<file path="config.mk">
export PLATFORM = sky130hd
export DESIGN_NAME = cache_arbiter
export DESIGN_NICKNAME = d
export VERILOG_FILES = /design/src/rtl/cache_arb_pkg.sv /design/src/rtl/rr_arbiter.sv /design/src/rtl/cache_arbiter.sv
export SDC_FILE = /design/constraint.sdc
export NUM_CORES = 1
export LEC_CHECK = 0
export CORE_UTILIZATION = 35
export CTS_BUF_LIST = sky130_fd_sc_hd__clkbuf_4
export CTS_CLUSTER_SIZE = 40
export DETAILED_ROUTE_END_ITERATION = 10
export PLACE_DENSITY = 0.78
export SETUP_SLACK_MARGIN = 0.1
export SYNTH_ARGS = -nofsm -noshare
export SYNTH_HDL_FRONTEND = slang
export SYNTH_SLANG_ARGS = --single-unit
</file>
<file path="constraint.sdc">
create_clock -name clk -period 1.7 [get_ports clk]
set_clock_uncertainty 0.1 [all_clocks]
set_input_delay 0.34 -clock clk [delete_from_list [all_inputs] [get_ports clk]]
set_output_delay 0.34 -clock clk [all_outputs]
set_load 0.1 [all_outputs]
</file>
<file path="src/rtl/cache_arb_pkg.sv">
// Shared types and width helpers for the cache arbiter.
package cache_arb_pkg;

    // Arbiter transaction states
    typedef enum logic [1:0] {
        ST_IDLE  = 2'd0,
        ST_ISSUE = 2'd1,
        ST_WAIT  = 2'd2,
        ST_RESP  = 2'd3
    } arb_state_e;

    localparam int unsigned DEF_TIMEOUT = 15;

    // Address width for a backing RAM of the given depth
    function automatic int unsigned addr_width(input int unsigned depth);
        return (depth > 1) ? $clog2(depth) : 1;
    endfunction

    // Requester-index width (at least one bit)
    function automatic int unsigned idx_width(input int unsigned n);
        return (n > 1) ? $clog2(n) : 1;
    endfunction

    // Watchdog counter width; it must be able to hold TIMEOUT itself
    function automatic int unsigned cnt_width(input int unsigned timeout);
        return $clog2(timeout + 1);
    endfunction

    localparam int unsigned DEF_CNT_W = cnt_width(DEF_TIMEOUT);

endpackage

</file>
<file path="src/rtl/rr_arbiter.sv">
// Round-robin arbiter: picks the first requester at or after the pointer.
// Ports:
//   clk, rst   - clock, asynchronous active-high reset
//   req        - request vector
//   advance    - a grant is being taken; pointer moves past grant_idx
//   grant      - one-hot grant (combinational)
//   grant_idx  - index of the granted requester (combinational)
module rr_arbiter
    import cache_arb_pkg::*;
#(
    parameter  int unsigned N     = 2,
    localparam int unsigned IDX_W = idx_width(N)
) (
    input  logic             clk,
    input  logic             rst,
    input  logic [N-1:0]     req,
    input  logic             advance,
    output logic [N-1:0]     grant,
    output logic [IDX_W-1:0] grant_idx
);

    logic [IDX_W-1:0] ptr_q;
    logic [IDX_W-1:0] ptr_d;
    logic [IDX_W:0]   cand;
    logic             found;

    // Scan N positions starting at the pointer, wrapping modulo N
    always_comb begin
        grant     = '0;
        grant_idx = '0;
        found     = 1'b0;
        cand      = '0;
        for (int unsigned k = 0; k < N; k++) begin
            cand = {1'b0, ptr_q} + (IDX_W + 1)'(k);
            if (cand >= (IDX_W + 1)'(N)) begin
                cand = cand - (IDX_W + 1)'(N);
            end
            if (!found && req[cand[IDX_W-1:0]]) begin
                found     = 1'b1;
                grant_idx = cand[IDX_W-1:0];
            end
        end
        if (found) begin
            grant[grant_idx] = 1'b1;
        end
    end

    // Pointer moves to the requester after the one just served
    always_comb begin
        ptr_d = ptr_q;
        if (advance) begin
            ptr_d = (grant_idx == IDX_W'(N - 1)) ? '0 : grant_idx + IDX_W'(1);
        end
    end

    always_ff @(posedge clk or posedge rst) begin
        if (rst) begin
            ptr_q <= '0;
        end else begin
            ptr_q <= ptr_d;
        end
    end

endmodule

</file>
<file path="src/rtl/cache_arbiter.sv">
// Shares one cache between NUM_REQ requesters, one transaction at a time.
// Flow: IDLE accept -> ISSUE one-cycle re/we strobe -> WAIT for done (or
// watchdog) -> RESP one-cycle completion pulse to the granted requester.
// Ports:
//   clk, rst               - clock, asynchronous active-high reset
//   req_valid/we/addr/wdata- per-requester request (addr/wdata flattened)
//   req_ready              - one-hot accept, combinational in IDLE
//   resp_valid             - one-hot one-cycle completion pulse
//   resp_rdata, resp_err   - read data / timeout flag, held until next RESP
//   cache_we/re/addr/wdata - to cache_top
//   cache_done/rdata       - from cache_top
module cache_arbiter
    import cache_arb_pkg::*;
#(
    parameter  int unsigned WIDTH     = 8,
    parameter  int unsigned RAM_DEPTH = 256,
    parameter  int unsigned NUM_REQ   = 2,
    parameter  int unsigned TIMEOUT   = DEF_TIMEOUT,
    localparam int unsigned ADDR_W    = addr_width(RAM_DEPTH),
    localparam int unsigned IDX_W     = idx_width(NUM_REQ),
    localparam int unsigned CNT_W     = cnt_width(TIMEOUT)
) (
    input  logic                      clk,
    input  logic                      rst,
    input  logic [NUM_REQ-1:0]        req_valid,
    input  logic [NUM_REQ-1:0]        req_we,
    input  logic [NUM_REQ*ADDR_W-1:0] req_addr,
    input  logic [NUM_REQ*WIDTH-1:0]  req_wdata,
    output logic [NUM_REQ-1:0]        req_ready,
    output logic [NUM_REQ-1:0]        resp_valid,
    output logic [WIDTH-1:0]          resp_rdata,
    output logic                      resp_err,
    output logic                      cache_we,
    output logic                      cache_re,
    output logic [ADDR_W-1:0]         cache_addr,
    output logic [WIDTH-1:0]          cache_wdata,
    input  logic                      cache_done,
    input  logic [WIDTH-1:0]          cache_rdata
);

    arb_state_e         state_q, state_d;
    logic               we_q, we_d;
    logic [ADDR_W-1:0]  addr_q, addr_d;
    logic [WIDTH-1:0]   wdata_q, wdata_d;
    logic [IDX_W-1:0]   idx_q, idx_d;
    logic [CNT_W-1:0]   cnt_q, cnt_d;
    logic [WIDTH-1:0]   rdata_q, rdata_d;
    logic               err_q, err_d;
    logic [NUM_REQ-1:0] resp_valid_q, resp_valid_d;
    logic               cache_we_q, cache_we_d;
    logic               cache_re_q, cache_re_d;
    logic               accept_c;

    logic [NUM_REQ-1:0] grant;
    logic [IDX_W-1:0]   grant_idx;

    logic [ADDR_W-1:0]  addr_arr  [NUM_REQ];
    logic [WIDTH-1:0]   wdata_arr [NUM_REQ];

    // Unflatten per-requester address and write data
    for (genvar i = 0; i < NUM_REQ; i++) begin : g_unpack
        assign addr_arr[i]  = req_addr[i*ADDR_W +: ADDR_W];
        assign wdata_arr[i] = req_wdata[i*WIDTH +: WIDTH];
    end

    // The pointer advances at accept rather than at RESP: no arbitration
    // happens in between, so the grant order is the same either way.
    rr_arbiter #(
        .N (NUM_REQ)
    ) u_rr (
        .clk       (clk),
        .rst       (rst),
        .req       (req_valid),
        .advance   (accept_c),
        .grant     (grant),
        .grant_idx (grant_idx)
    );

    // Next-state and registered-output logic
    always_comb begin
        state_d      = state_q;
        we_d         = we_q;
        addr_d       = addr_q;
        wdata_d      = wdata_q;
        idx_d        = idx_q;
        cnt_d        = cnt_q;
        rdata_d      = rdata_q;
        err_d        = err_q;
        resp_valid_d = '0;
        cache_we_d   = 1'b0;
        cache_re_d   = 1'b0;
        accept_c     = 1'b0;

        case (state_q)
            ST_IDLE: begin
                if (|req_valid) begin
                    accept_c   = 1'b1;
                    we_d       = req_we[grant_idx];
                    addr_d     = addr_arr[grant_idx];
                    wdata_d    = wdata_arr[grant_idx];
                    idx_d      = grant_idx;
                    cache_we_d = req_we[grant_idx];
                    cache_re_d = !req_we[grant_idx];
                    state_d    = ST_ISSUE;
                end
            end
            ST_ISSUE: begin
                cnt_d   = '0;
                state_d = ST_WAIT;
            end
            ST_WAIT: begin
                cnt_d = cnt_q + CNT_W'(1);
                // done takes precedence over an expiring watchdog
                if (cache_done) begin
                    rdata_d             = we_q ? '0 : cache_rdata;
                    err_d               = 1'b0;
                    resp_valid_d[idx_q] = 1'b1;
                    state_d             = ST_RESP;
                end else if (cnt_q == CNT_W'(TIMEOUT - 1)) begin
                    rdata_d             = '0;
                    err_d               = 1'b1;
                    resp_valid_d[idx_q] = 1'b1;
                    state_d             = ST_RESP;
                end
            end
            ST_RESP: begin
                state_d = ST_IDLE;
            end
            default: begin
                state_d = ST_IDLE;
            end
        endcase
    end

    always_ff @(posedge clk or posedge rst) begin
        if (rst) begin
            state_q      <= ST_IDLE;
            we_q         <= 1'b0;
            addr_q       <= '0;
            wdata_q      <= '0;
            idx_q        <= '0;
            cnt_q        <= '0;
            rdata_q      <= '0;
            err_q        <= 1'b0;
            resp_valid_q <= '0;
            cache_we_q   <= 1'b0;
            cache_re_q   <= 1'b0;
        end else begin
            state_q      <= state_d;
            we_q         <= we_d;
            addr_q       <= addr_d;
            wdata_q      <= wdata_d;
            idx_q        <= idx_d;
            cnt_q        <= cnt_d;
            rdata_q      <= rdata_d;
            err_q        <= err_d;
            resp_valid_q <= resp_valid_d;
            cache_we_q   <= cache_we_d;
            cache_re_q   <= cache_re_d;
        end
    end

    // Ready is combinational; masked by rst so every output is 0 in reset
    assign req_ready   = (state_q == ST_IDLE && !rst) ? grant : '0;
    assign resp_valid  = resp_valid_q;
    assign resp_rdata  = rdata_q;
    assign resp_err    = err_q;
    assign cache_we    = cache_we_q;
    assign cache_re    = cache_re_q;
    assign cache_addr  = addr_q;
    assign cache_wdata = wdata_q;

endmodule

</file>
Word-level counts from Yosys, hierarchy flattened
Cells that the tools add are included.
{"block": "word_totals", "reg_bits": 38, "word_cells": 91}
{"block": "classes", "addsub": 5, "order_cmp": 9, "n_eq_ne": 6, "muxes": 44, "bitwise_logic": 1, "n_reduce_logical": 14}
{"cell": "2-to-1 mux 8 bit", "n": 9}
{"cell": "2-to-1 mux 1 bit", "n": 23}
{"cell": "2-to-1 mux 2 bit", "n": 8}
{"cell": "less-than comparator 1 x 2 -> 1 bit, second input constant", "n": 4}
{"cell": "one-hot mux 2 bit (4 select lines)", "n": 1}
{"cell": "one-hot mux 4 bit (2 select lines)", "n": 1}
{"cell": "AND reduction 2 bit", "n": 3}
{"cell": "adder 4 x 1 -> 4 bit, second input constant", "n": 1}
{"cell": "equality test 2 bit, second input constant", "n": 2}
{"cell": "equality test 4 bit, second input constant", "n": 1}
{"cell": ">= comparator 2 bit, second input constant", "n": 2}
{"cell": "logical AND 1 bit", "n": 4}
{"cell": "nonzero test 2 bit", "n": 2}
{"cell": "logical NOT 1 bit", "n": 3}
{"cell": "inequality test 3 bit, second input constant", "n": 1}
{"cell": "adder 1 x 1 -> 2 bit, second input constant", "n": 1}
{"cell": "demux 1 bit (select 1 bit)", "n": 2}
{"cell": "equality test 2 x 1 -> 1 bit, second input constant", "n": 1}
{"cell": ">= comparator 1 bit, second input constant", "n": 2}
{"cell": ">= comparator 1 x 2 -> 1 bit, second input constant", "n": 1}
{"cell": "logical NOT 2 bit", "n": 1}
{"cell": "inequality test 2 bit, second input constant", "n": 1}
{"cell": "NOT 1 -> 2 bit", "n": 1}
{"cell": "OR reduction 2 bit", "n": 1}
{"cell": "other kinds (2)", "n": 3}

Longest topological paths before layout
Gate-level depths: netlist of run 1.
{"block": "depth", "word_depth": 14, "ltp_mapped": 6, "ltp_nobuf": 5}

Modules after synthesis
From an unflattened synthesis of run 1, not the netlist that was laid out.
{"block": "hier_totals", "cells_unflattened": 152, "hier_area_um2": 1762.9}
{"mod": "cache_arbiter", "instances": 1, "cells_per_inst": 144, "area_per_inst_um2": 1675.4, "seq_area_each_um2": 925.9}
{"mod": "rr_arbiter", "instances": 1, "cells_per_inst": 8, "area_per_inst_um2": 87.6, "seq_area_each_um2": 25.0}

Worst setup path before layout of run 1
Ideal clock, no wire load.
{"block": "synth_path", "path_type": "input-to-output", "start": "input port rst", "end": "output port req_ready[0]", "arrival_ns": 2.036, "path_slack_ns": -0.776, "stages": 2, "cell_sequence": "inv_1 -> and2_1"}
{"block": "synth_via", "elab_chain_len": 3}
{"element": "from (decl)", "line_no": "cache_arbiter.sv:24", "text": "input logic rst,"}
{"element": "logical NOT 1 bit (no source line)"}
{"element": "logical AND 1 bit", "line_no": "cache_arbiter.sv:164", "text": "assign req_ready = (state_q == ST_IDLE && !rst) ? grant : '0;"}
{"element": "2-to-1 mux 2 bit", "line_no": "cache_arbiter.sv:164"}
{"element": "to (decl)", "line_no": "cache_arbiter.sv:29", "text": "output logic [NUM_REQ-1:0] req_ready,"}
No other way between the ends.

Worst setup path in the final report of run 1
{"block": "layout_path", "start": "register state_q[0]", "end": "output port req_ready[0]"}
{"block": "layout_via", "elab_chain_len": 3}
{"element": "from (decl)", "line_no": "cache_arbiter.sv:41", "text": "arb_state_e state_q, state_d;"}
{"element": "from (signal assigned)", "line_no": "cache_arbiter.sv:149", "text": "state_q <= state_d;"}
{"element": "logical NOT 2 bit", "line_no": "cache_arbiter.sv:164"}
{"element": "logical AND 1 bit", "line_no": "cache_arbiter.sv:164"}
{"element": "2-to-1 mux 2 bit", "line_no": "cache_arbiter.sv:164"}
No other way between the ends.

==> reports/results.txt, run 1 <==
Overflow after GRT: 0
clock latency of the later-clocked register in the worst-skew pair: 340 ps
violated checks: design-rule violations, negative setup slack
number of inserted diodes: 0
clk slew on worst S/H paths: 110 ps
syn_area_per_cell: 12.2 um^2
average wire per standard cell: 16.2 um
Least-Margin Pin Slew: 457 ps
worst vdd ir: 1.17 mV
worst min path class: in2async
placeable core area: 4440 um^2
Post-synth EDFFs: 0
area of the mapped netlist: 1660 um^2
worst reg2reg startpoint: state_q[0]$_DFFE_PP0P_
power after layout: 6.83 mW
crit path time final: 1920 ps
htree depth: 2
final setup slack of the worst path: -216 ps
wire length of the first global-routing pass: 7.33 mm
starting DRC count in detailed routing: 62
Die Area: 5010 um^2
Fmax: 522 MHz
total DRC errors in the routed layout: 8
number of inserted filler cells in the final layout: 322
number of buffers created by CTS: 5
most frequent cell after synthesis: sky130_fd_sc_hd__dfrtp_1
area overhead of the layout relative to synthesis: 86.6%
setup repair after global routing missed its margin: yes
row cnt: 24
asr flop ratio synth: 100%
count of yosys warnings during synthesis: 0
starting density of the core: 37.3%
syn_nets: 187
post-synthesis sequential area ratio: 57.4%
RD Place Congestion: 0.685
category of the critical setup timing path: reg2out
Clock Tree Buf Depth: 2
1st-pass router iterations: 7
vias: 1448
data arrival time of the critical path: 1480 ps
vias in the first global route: 1478
I/O pin cnt: 78
half-perimeter wire length after detailed placement: 3.17 mm
result of the run: finished with violations
post-route standard cell area excluding fillers: 3090 um^2
Final Hold Violating Endpoints: 0
remaining max-slew budget at the tightest pin: 69.5%
end of the worst register-to-register path: cache_addr[5]$_DFFE_PP0P_
CTS root buf: sky130_fd_sc_hd__clkbuf_4
number of cell instances on the worst register-to-register path: 8
cell accounting for the most synthesized area: sky130_fd_sc_hd__dfrtp_1
cells after synthesis: 136
post-synthesis cell type count: 34
total global routing track utilization: 19.2%
CTS tree: built
layout cells sized above 1: 33.2%
Leakage: 1.41 nW
antenna violation net count after detailed routing: 0
horizontal extent of the die: 70.8 um
placed inst area: 2890 um^2
number of synthesized register bits: 38
cell types with the highest counts after synthesis: sky130_fd_sc_hd__dfrtp_1 (38), sky130_fd_sc_hd__and2_1 (18), sky130_fd_sc_hd__a221o_1 (16)
count of max-cap constraint violations: 0
average vias per placed instance: 5.05
data required time at the worst endpoint: 1260 ps
Layout Nets: 285
nature of the critical path startpoint: flip-flop
area share of the largest cell type after synthesis: 57.4%
number of I/O port buffers: 77
worst reg-to-reg setup slack: -80 ps
antenna violations before repair: 0
top area cells in the synthesized netlist: sky130_fd_sc_hd__dfrtp_1 (57%), sky130_fd_sc_hd__a221o_1 (9.7%), sky130_fd_sc_hd__and2_1 (6.8%)
number of slew-limit violations in the final report: 0
Routed WL: 4.64 mm
pin count of the biggest net entering global routing: 36
CP endpoint kind: output port
maximum fanout encountered on the critical timing path: 3
Die Ht: 70.8 um
Most used DFF post-synth: sky130_fd_sc_hd__dfrtp_1
total power per unit cell area: 2210 nW/um^2
count of endpoints failing setup in the final report: 18
number of clock sinks: 38
Final period util: 113%
metrics by stage:
step           cells  utilization, %  setup TNS (ps)  setup WS, ps  hold slack (ps)
6_report         287            69.5            -952          -216              265
5_1_grt          287            69.5           -2620          -283              249
4_1_cts          284            68.3            -464          -235              258
3_5_place_dp     270            65.1           -4260          -250              366
3_3_place_gp     270            65.1           -3620          -227              349
2_1_floorplan    136               -            -145         -72.6              215
flip-flops by register name (all words and copies together), names as in the netlist:
signal / flops
cache_we: 1
cache_wdata: 8
cache_addr: 8
resp_valid: 2
cnt_q: 4
u_rr.ptr_q: 1
we_q: 1
cache_re: 1
resp_err: 1
state_q: 2
resp_rdata: 8
idx_q: 1
final cells by class:
cell class	instances	area (um^2)	area share (%)
Inverter	8	33.8	1.09
Sequential cell	38	952	30.8
Timing Repair Buffer	98	1250	40.5
Clock buffer	7	52.6	1.70
Multi-Input combinational cell	83	706	22.8
Clock inverter	1	30.0	0.972
Tap cell	52	65.1	2.11
worst max path at each step:
stage / from / endpoint / cells after the start
after floorplan: rst / req_ready[0] / 2
after global placement: req_valid[0] / req_ready[1] / 5
after detailed placement: req_valid[0] / req_ready[1] / 5
after CTS: state_q[0]$_DFFE_PP0P_ / req_ready[0] / 6
after global routing: state_q[1]$_DFFE_PP0P_ / req_ready[0] / 6
final: state_q[0]$_DFFE_PP0P_ / req_ready[0] / 6
layout by cell type (no fill, tap or decap), types with 2 or more instances in the layout:
cell / count
sky130_fd_sc_hd__inv_2: 2
sky130_fd_sc_hd__o21ai_1: 2
sky130_fd_sc_hd__dfrtp_1: 37
sky130_fd_sc_hd__buf_4: 18
sky130_fd_sc_hd__nor2_1: 5
sky130_fd_sc_hd__ha_4: 2
sky130_fd_sc_hd__buf_12: 32
sky130_fd_sc_hd__a21oi_1: 2
sky130_fd_sc_hd__a21o_1: 3
sky130_fd_sc_hd__and3_4: 2
sky130_fd_sc_hd__a221o_1: 16
sky130_fd_sc_hd__clkdlybuf4s50_1: 45
sky130_fd_sc_hd__nand2_1: 2
sky130_fd_sc_hd__inv_1: 5
sky130_fd_sc_hd__a22o_1: 8
sky130_fd_sc_hd__clkbuf_4: 7
sky130_fd_sc_hd__and2_4: 2
sky130_fd_sc_hd__and2_1: 16
cell families (layout without fill, tap and decap cells):
kind of cell | count (synthesis) | after routing | share of synthesized area (%)
DFF | 38 | 38 | 57.4
adders and majority gates | 4 | 4 | 3.02
and+or+nand+nor | 34 | 34 | 12.0
muxes | 2 | 2 | 1.28
AOI/OAI and AO/OA | 43 | 43 | 21.9
buffers and inverters | 15 | 114 | 4.38
repair_timing:
action                                  4_1_cts  5_1_grt
endpoints found under the hold margin         0        0
setup buffers                                 6        3
hold buffers                                  0        0
endpoints found under the setup margin        3       30
gates resized for setup                       5        8
pin swaps                                     3        3
worst max-delay path: stages (launching register included):
cell and delay (ps):
sky130_fd_sc_hd__dfrtp_1 400, sky130_fd_sc_hd__inv_2 80, sky130_fd_sc_hd__ha_4 150, sky130_fd_sc_hd__nand2_4 50, sky130_fd_sc_hd__a21oi_4 120, sky130_fd_sc_hd__and2_4 160
sky130_fd_sc_hd__buf_12 160
power breakdown:
part	internal [mW]	switching, mW	leakage [nW]
combinational	1.90	2.73	0.876
sequential	1.24	0.317	0.486
clock	0.344	0.287	0.0463
total	3.49	3.34	1.41
per-layer routing:
| metal | track usage [%] | wire, um |
|---|---|---|
| met1 | 25.2 | 1910 |
| met3 | 5.27 | 262 |
| met4 | 5.33 | 46 |
| met2 | 31.3 | 2420 |
| met5 | 0 | 0 |
No activity file was read; power rests on OpenSTA's default activity.
==> inputs of run 2 (changes only) <==
--- a/config.mk
+++ b/config.mk
@@ -9,7 +9,8 @@
 export CTS_BUF_LIST = sky130_fd_sc_hd__clkbuf_4
 export CTS_CLUSTER_SIZE = 40
 export DETAILED_ROUTE_END_ITERATION = 10
-export PLACE_DENSITY = 0.78
+export PLACE_DENSITY = 0.75
+export REMOVE_ABC_BUFFERS = 1
 export SETUP_SLACK_MARGIN = 0.1
 export SYNTH_ARGS = -nofsm -noshare
 export SYNTH_HDL_FRONTEND = slang
==> constraint.sdc (replaced) <==
create_clock -name clk -period 2.3 [get_ports clk]
set_clock_uncertainty 0.1 [all_clocks]
set_input_delay 0.46 -clock clk [delete_from_list [all_inputs] [get_ports clk]]
set_output_delay 0.46 -clock clk [all_outputs]
set_load 0.1 [all_outputs]
==> run 2 against run 1 <==
Against the previous run:
- the run now ends clean
- critical path depth fell by 1
- design area fell by 18%
- worst hold slack better by 72 ps
- wire length shrank 16%
- via count fell by 4.2%
- final cell count is 4.5% lower
==> reports/results.txt, run 2 (synthesis gave the netlist of run 1 again) <==
result of the run: finished clean (was finished with violations)
family of cells with the greatest summed delay on the critical path: flip-flops (unchanged)
average wire per standard cell: 14.2 um (was 16.2 um)
number of slew-limit violations in the final report: 0 (unchanged)
CP endpoint kind: output port (unchanged)
number of buffers inserted by hold repair at cts: 0 (unchanged)
starting density of the core: 37.3% (unchanged)
Fmax: 475 MHz
number of buffers inserted by post-CTS setup repair: 0 (was 6)
horizontal extent of the die: 70.8 um (unchanged)
total global routing track utilization: 16.7% (was 19.2%)
core occupancy in the finished layout: 56.9% (was 69.5%)
average vias per placed instance: 5.06 (was 5.05)
CTS root buf: sky130_fd_sc_hd__clkbuf_4 (unchanged)
Clock Tree Buf Depth: 2 (unchanged)
Overflow after GRT: 0 (unchanged)
Least-Margin Pin Slew: 353 ps (was 457 ps)
placeable core area: 4440 um^2 (unchanged)
number of I/O port buffers: 77 (unchanged)
1st-pass router iterations: 6 (was 7)
routed length on met3: 330 um (was 262 um)
maximum fanout encountered on the critical timing path: 5 (was 3)
data arrival time of the critical path: 1540 ps (was 1480 ps)
vias: 1387 (was 1448)
number of inserted diodes: 0 (unchanged)
clk slew on worst S/H paths: 100 ps (was 110 ps)
most frequent cells in the layout: sky130_fd_sc_hd__clkdlybuf4s50_1 (45), sky130_fd_sc_hd__dfrtp_1 (38), sky130_fd_sc_hd__buf_4 (37) (was sky130_fd_sc_hd__clkdlybuf4s50_1 (45), sky130_fd_sc_hd__dfrtp_1 (37), sky130_fd_sc_hd__buf_12 (32))
htree depth: 2 (unchanged)
clock latency of the later-clocked register in the worst-skew pair: 350 ps (was 340 ps)
master of the slowest instance on the critical path: sky130_fd_sc_hd__dfrtp_1 (unchanged)
count of endpoints failing setup in the final report: 0 (was 18)
total DRC errors in the routed layout: 0 (was 8)
half-perimeter wire length after detailed placement: 2.85 mm (was 3.17 mm)
Routed WL: 3.89 mm (was 4.64 mm)
Final period util: 91.5%
I/O pin cnt: 78 (unchanged)
remaining max-slew budget at the tightest pin: 76.3% (was 69.5%)
RD Place Congestion: 0.777 (was 0.685)
most common cell after layout, fill and taps aside: sky130_fd_sc_hd__clkdlybuf4s50_1 (unchanged)
pin count of the biggest net entering global routing: 30 (was 36)
layout cells sized above 1: 23.9% (was 33.2%)
antenna violations before repair: 0 (unchanged)
setup repair after global routing missed its margin: no (was yes)
worst min path class: in2async (unchanged)
Crit path largest cell delay: 410 ps (was 400 ps)
Layout Nets: 272 (was 285)
number of clock sinks: 38 (unchanged)
non-filler instance count after layout: 274 (was 287)
ordered list of cells on the worst path: inv_1 -> ha_4 -> and3_4 -> and2_1 -> buf_12 (was inv_2 -> ha_4 -> nand2_4 -> a21oi_4 -> and2_4 -> buf_12)
starting DRC count in detailed routing: 70 (was 62)
antenna violation net count after detailed routing: 0 (unchanged)
placed cells: 266 (was 270)
post-CTS resize count: 2 (was 5)
worst reg-to-reg setup slack: 730 ps (was -80 ps)
total area of multi-input combinational cells: 648 um^2 (was 706 um^2)
number of inserted filler cells in the final layout: 404 (was 322)
highest metal layer with signal wires: met4 (unchanged)
wire length on met2: 1.71 mm (was 2.42 mm)
Sequential cell area: 951 um^2 (was 952 um^2)
Die Ht: 70.8 um (unchanged)
Final Hold Violating Endpoints: 0 (unchanged)
sum of negative setup slack: 0 ps (was -952 ps)
crit path time final: 2100 ps
nature of the critical path startpoint: flip-flop (unchanged)
Die Area: 5010 um^2 (unchanged)
critical path buffer and inverter count: 2 (unchanged)
count of max-cap constraint violations: 0 (unchanged)
data required time at the worst endpoint: 1740 ps (was 1260 ps)
category of the critical setup timing path: reg2out (unchanged)
M1 WL: 1.76 mm (was 1.91 mm)
wire length of the first global-routing pass: 6.33 mm (was 7.33 mm)
number of buffers created by CTS: 5 (unchanged)
row cnt: 24 (unchanged)
CTS tree: built (unchanged)
area overhead of the layout relative to synthesis: 52.6% (was 86.6%)
vias in the first global route: 1392 (was 1478)
[run 2: cell type report]
| class | count | area share [%] |
|---|---|---|
| sequential | 38 | 37.6 |
| timing repair buffer | 85 | 30.9 |
| multi-input combinational | 83 | 25.6 |
| tap | 52 | 2.57 |
| clock buffer | 6 | 1.78 |
| inverter | 8 | 1.19 |
| clock inverter | 2 | 0.346 |
[run 2: metal layers]
layer | vias up | global-route usage (%)
met1 | 644 | 21.2
li1 | 664 | -
met3 | 8 | 6.70
met4 | 0 | 7.33
met2 | 71 | 25.2
met5 | - | 0
[run 2: metrics by stage]
stage                     setup slack (ps)  hold slack, ps  cell area (um^2)
after CTS                              114             334              2520
final                                  196             337              2530
after global placement                 137             343              2460
after global routing                   114             365              2530
after detailed placement               120             355              2460
after floorplan                       -416             326              1610
[run 2: tightest hold or removal path: stages]
cell,delay (ps)
sky130_fd_sc_hd__clkdlybuf4s50_1,390
sky130_fd_sc_hd__inv_1,100
sky130_fd_sc_hd__buf_4,180
[run 2: worst paths after layout]
kind	startpoint	end	cells after the start
worst max-delay path	state_q[1]$_DFFE_PP0P_	req_ready[1]	5
worst min-delay path	rst	state_q[1]$_DFFE_PP0P_	3
worst max register to register	cnt_q[0]$_DFFE_PP0P_	state_q[1]$_DFFE_PP0P_	5
worst min register to register	idx_q$_DFFE_PP0P_	resp_valid[0]$_DFF_PP0_	1
max in group asynchronous	rst	cache_we$_DFF_PP0_	3
min in group clk	idx_q$_DFFE_PP0P_	resp_valid[0]$_DFF_PP0_	1
Power of run 2 is left out: the tool's default activity adds up to more than one toggle a clock period on the data nets, which glitch-free logic cannot reach.
==> inputs of run 3 (changes only) <==
--- a/config.mk
+++ b/config.mk
@@ -10,7 +10,6 @@
 export CTS_CLUSTER_SIZE = 40
 export DETAILED_ROUTE_END_ITERATION = 10
 export PLACE_DENSITY = 0.75
-export REMOVE_ABC_BUFFERS = 1
 export SETUP_SLACK_MARGIN = 0.1
 export SYNTH_ARGS = -nofsm -noshare
 export SYNTH_HDL_FRONTEND = slang
==> run 3 against run 2 <==
Against the previous run:
- the flow now finishes with violations (design-rule violations)
- count of clock-buffer cells in the layout down 1
- flip-flop and latch count unchanged
- first-iteration DRC count is 46% higher
- final cell count grew 0.36%
- utilization increased by 0.93 points
- global-route usage rose by 0.23 points
- design area increased by 1.6%
- worst setup slack lost 29 ps
- via count rose by 1.7%
- wire length grew 6.6%
==> reports/results.txt, run 3 (synthesis gave the netlist of run 1 again) <==
result of the run: finished with violations (was finished clean)
violated checks: design-rule violations
count of max-cap constraint violations: 0 (unchanged)
Die Area: 5010 um^2 (unchanged)
most common cell after layout, fill and taps aside: sky130_fd_sc_hd__clkdlybuf4s50_1 (unchanged)
starting density of the core: 37.3% (unchanged)
1st-pass router iterations: 7 (was 6)
placed cells: 264 (was 266)
wire length of the first global-routing pass: 6.42 mm (was 6.33 mm)
Final Hold Violating Endpoints: 0 (unchanged)
master of the slowest instance on the critical path: sky130_fd_sc_hd__dfrtp_1 (unchanged)
worst-case hold slack: 375 ps (was 337 ps)
category of the critical setup timing path: reg2out (unchanged)
placed inst area: 2450 um^2 (was 2460 um^2)
layout cells sized above 1: 25.6% (was 23.9%)
number of inserted filler cells in the final layout: 382 (was 404)
most frequent cells in the layout: sky130_fd_sc_hd__clkdlybuf4s50_1 (45), sky130_fd_sc_hd__dfrtp_1 (38), sky130_fd_sc_hd__buf_4 (38) (was sky130_fd_sc_hd__clkdlybuf4s50_1 (45), sky130_fd_sc_hd__dfrtp_1 (38), sky130_fd_sc_hd__buf_4 (37))
RD Place Congestion: 0.747 (was 0.777)
starting DRC count in detailed routing: 102 (was 70)
total DRC errors in the routed layout: 14 (was 0)
I/O pin cnt: 78 (unchanged)
ordered list of cells on the worst path: inv_2 -> ha_4 -> nand2_1 -> a21oi_2 -> and2_4 -> buf_12 (was inv_1 -> ha_4 -> and3_4 -> and2_1 -> buf_12)
remaining max-slew budget at the tightest pin: 69.3% (was 76.3%)
Clock Tree Buf Depth: 2 (unchanged)
CP endpoint kind: output port (unchanged)
maximum fanout encountered on the critical timing path: 5 (unchanged)
start point of the worst min-delay path: idx_q$_DFFE_PP0P_
area overhead of the layout relative to synthesis: 55.1% (was 52.6%)
antenna violations before repair: 0 (unchanged)
post-route standard cell area excluding fillers: 2570 um^2 (was 2530 um^2)
data required time at the worst endpoint: 1740 ps (about the same)
Routed WL: 4.15 mm (was 3.89 mm)
sum of negative setup slack: 0 ps (unchanged)
worst reg2reg startpoint: state_q[0]$_DFFE_PP0P_ (was cnt_q[0]$_DFFE_PP0P_)
Layout Nets: 273 (was 272)
vias: 1411 (was 1387)
non-filler instance count after layout: 275 (was 274)
crit path time final: 2130 ps (was 2100 ps)
average wire per standard cell: 15.1 um (was 14.2 um)
nature of the critical path startpoint: flip-flop (unchanged)
worst min path class: reg2reg (was in2async)
row cnt: 24 (unchanged)
number of slew-limit violations in the final report: 0 (unchanged)
htree depth: 2 (unchanged)
antenna violation net count after detailed routing: 0 (unchanged)
average vias per placed instance: 5.13 (was 5.06)
horizontal extent of the die: 70.8 um (unchanged)
Final period util: 92.7% (was 91.5%)
number of inserted diodes: 0 (unchanged)
family of cells with the greatest summed delay on the critical path: flip-flops (unchanged)
pin count of the biggest net entering global routing: 39 (was 30)
critical path buffer and inverter count: 2 (unchanged)
Overflow after GRT: 0 (unchanged)
placeable core area: 4440 um^2 (unchanged)
number of I/O port buffers: 77 (unchanged)
CTS tree: built (unchanged)
Die Ht: 70.8 um (unchanged)
clock latency of the later-clocked register in the worst-skew pair: 360 ps (was 350 ps)
half-perimeter wire length after detailed placement: 3.00 mm (was 2.85 mm)
total global routing track utilization: 16.9% (was 16.7%)
number of buffers inserted by hold repair at cts: 0 (unchanged)
Fmax: 469 MHz (was 475 MHz)
number of buffers created by CTS: 5 (unchanged)
number of cell instances on the worst register-to-register path: 5 (unchanged)
worst reg-to-reg setup slack: 600 ps (was 730 ps)
Worst Hold Path Cells: 1
Crit path largest cell delay: 420 ps (was 410 ps)
setup repair after global routing missed its margin: no (unchanged)
count of endpoints failing setup in the final report: 0 (unchanged)
number of clock sinks: 38 (unchanged)
Least-Margin Pin Slew: 461 ps (was 353 ps)
vias in the first global route: 1366 (was 1392)
clk slew on worst S/H paths: 120 ps (was 100 ps)
data arrival time of the critical path: 1570 ps (was 1540 ps)
CTS root buf: sky130_fd_sc_hd__clkbuf_4 (unchanged)
endpoint with the worst hold slack: resp_valid[0]$_DFF_PP0_
end of the worst register-to-register path: state_q[1]$_DFFE_PP0P_ (unchanged)
[run 3: cell types whose count changed in the layout (fill, tap and decap cells not counted)]
cell / previous run / this run
sky130_fd_sc_hd__inv_1: 7 / 6
sky130_fd_sc_hd__clkinv_1: 1 / 0
sky130_fd_sc_hd__bufinv_16: 0 / 1
sky130_fd_sc_hd__and2_2: 0 / 1
sky130_fd_sc_hd__and2_1: 17 / 16
sky130_fd_sc_hd__clkinvlp_4: 0 / 3
sky130_fd_sc_hd__buf_4: 37 / 38
sky130_fd_sc_hd__clkbuf_4: 6 / 5
sky130_fd_sc_hd__clkinv_2: 1 / 0
[run 3: cell type report]
cell class	instances	area [um^2]	area share (%)
Inverter	8	33.8	1.31
Tap cell	52	65.1	2.53
Sequential cell	38	951	37.0
Clock buffer	5	37.5	1.46
Clock inverter	3	45.0	1.75
Multi-Input combinational cell	83	649	25.3
Timing Repair Buffer	86	788	30.7
[run 3: worst max-delay path by stage]
stage,startpoint,end,slack [ps],cells past startpoint
finish,state_q[0]$_DFFE_PP0P_,req_ready[0],170,6
detailed placement,req_valid[0],req_ready[1],110,5
global placement,req_valid[0],req_ready[1],120,5
floorplan,rst,req_ready[1],160,2
CTS,req_valid[0],req_ready[1],110,5
global route,state_q[0]$_DFFE_PP0P_,req_ready[0],100,6
[run 3: routing by layer]
| metal | GRT usage (%) | part of all wire (%) |
|---|---|---|
| met2 | 27.7 | 49 |
| met5 | 0 | 0 |
| met4 | 10.0 | 3.0 |
| met1 | 19.4 | 40 |
| met3 | 5.41 | 7.7 |
[run 3: timing repair]
action / CTS / global route
setup endpoints to repair: 2 / 2
setup buffers: 0 / 3
pin swaps: 0 / 0
resized for setup: 2 / 2
[run 3: metrics by stage]
| step | utilization, % | worst slack, ps |
|---|---|---|
| floorplan | - | 156 |
| global placement | 55.1 | 124 |
| detailed placement | 55.1 | 111 |
| CTS | 57.3 | 109 |
| global route | 57.8 | 99.8 |
| finish | 57.8 | 167 |
Power of run 3 is left out for the same reason.
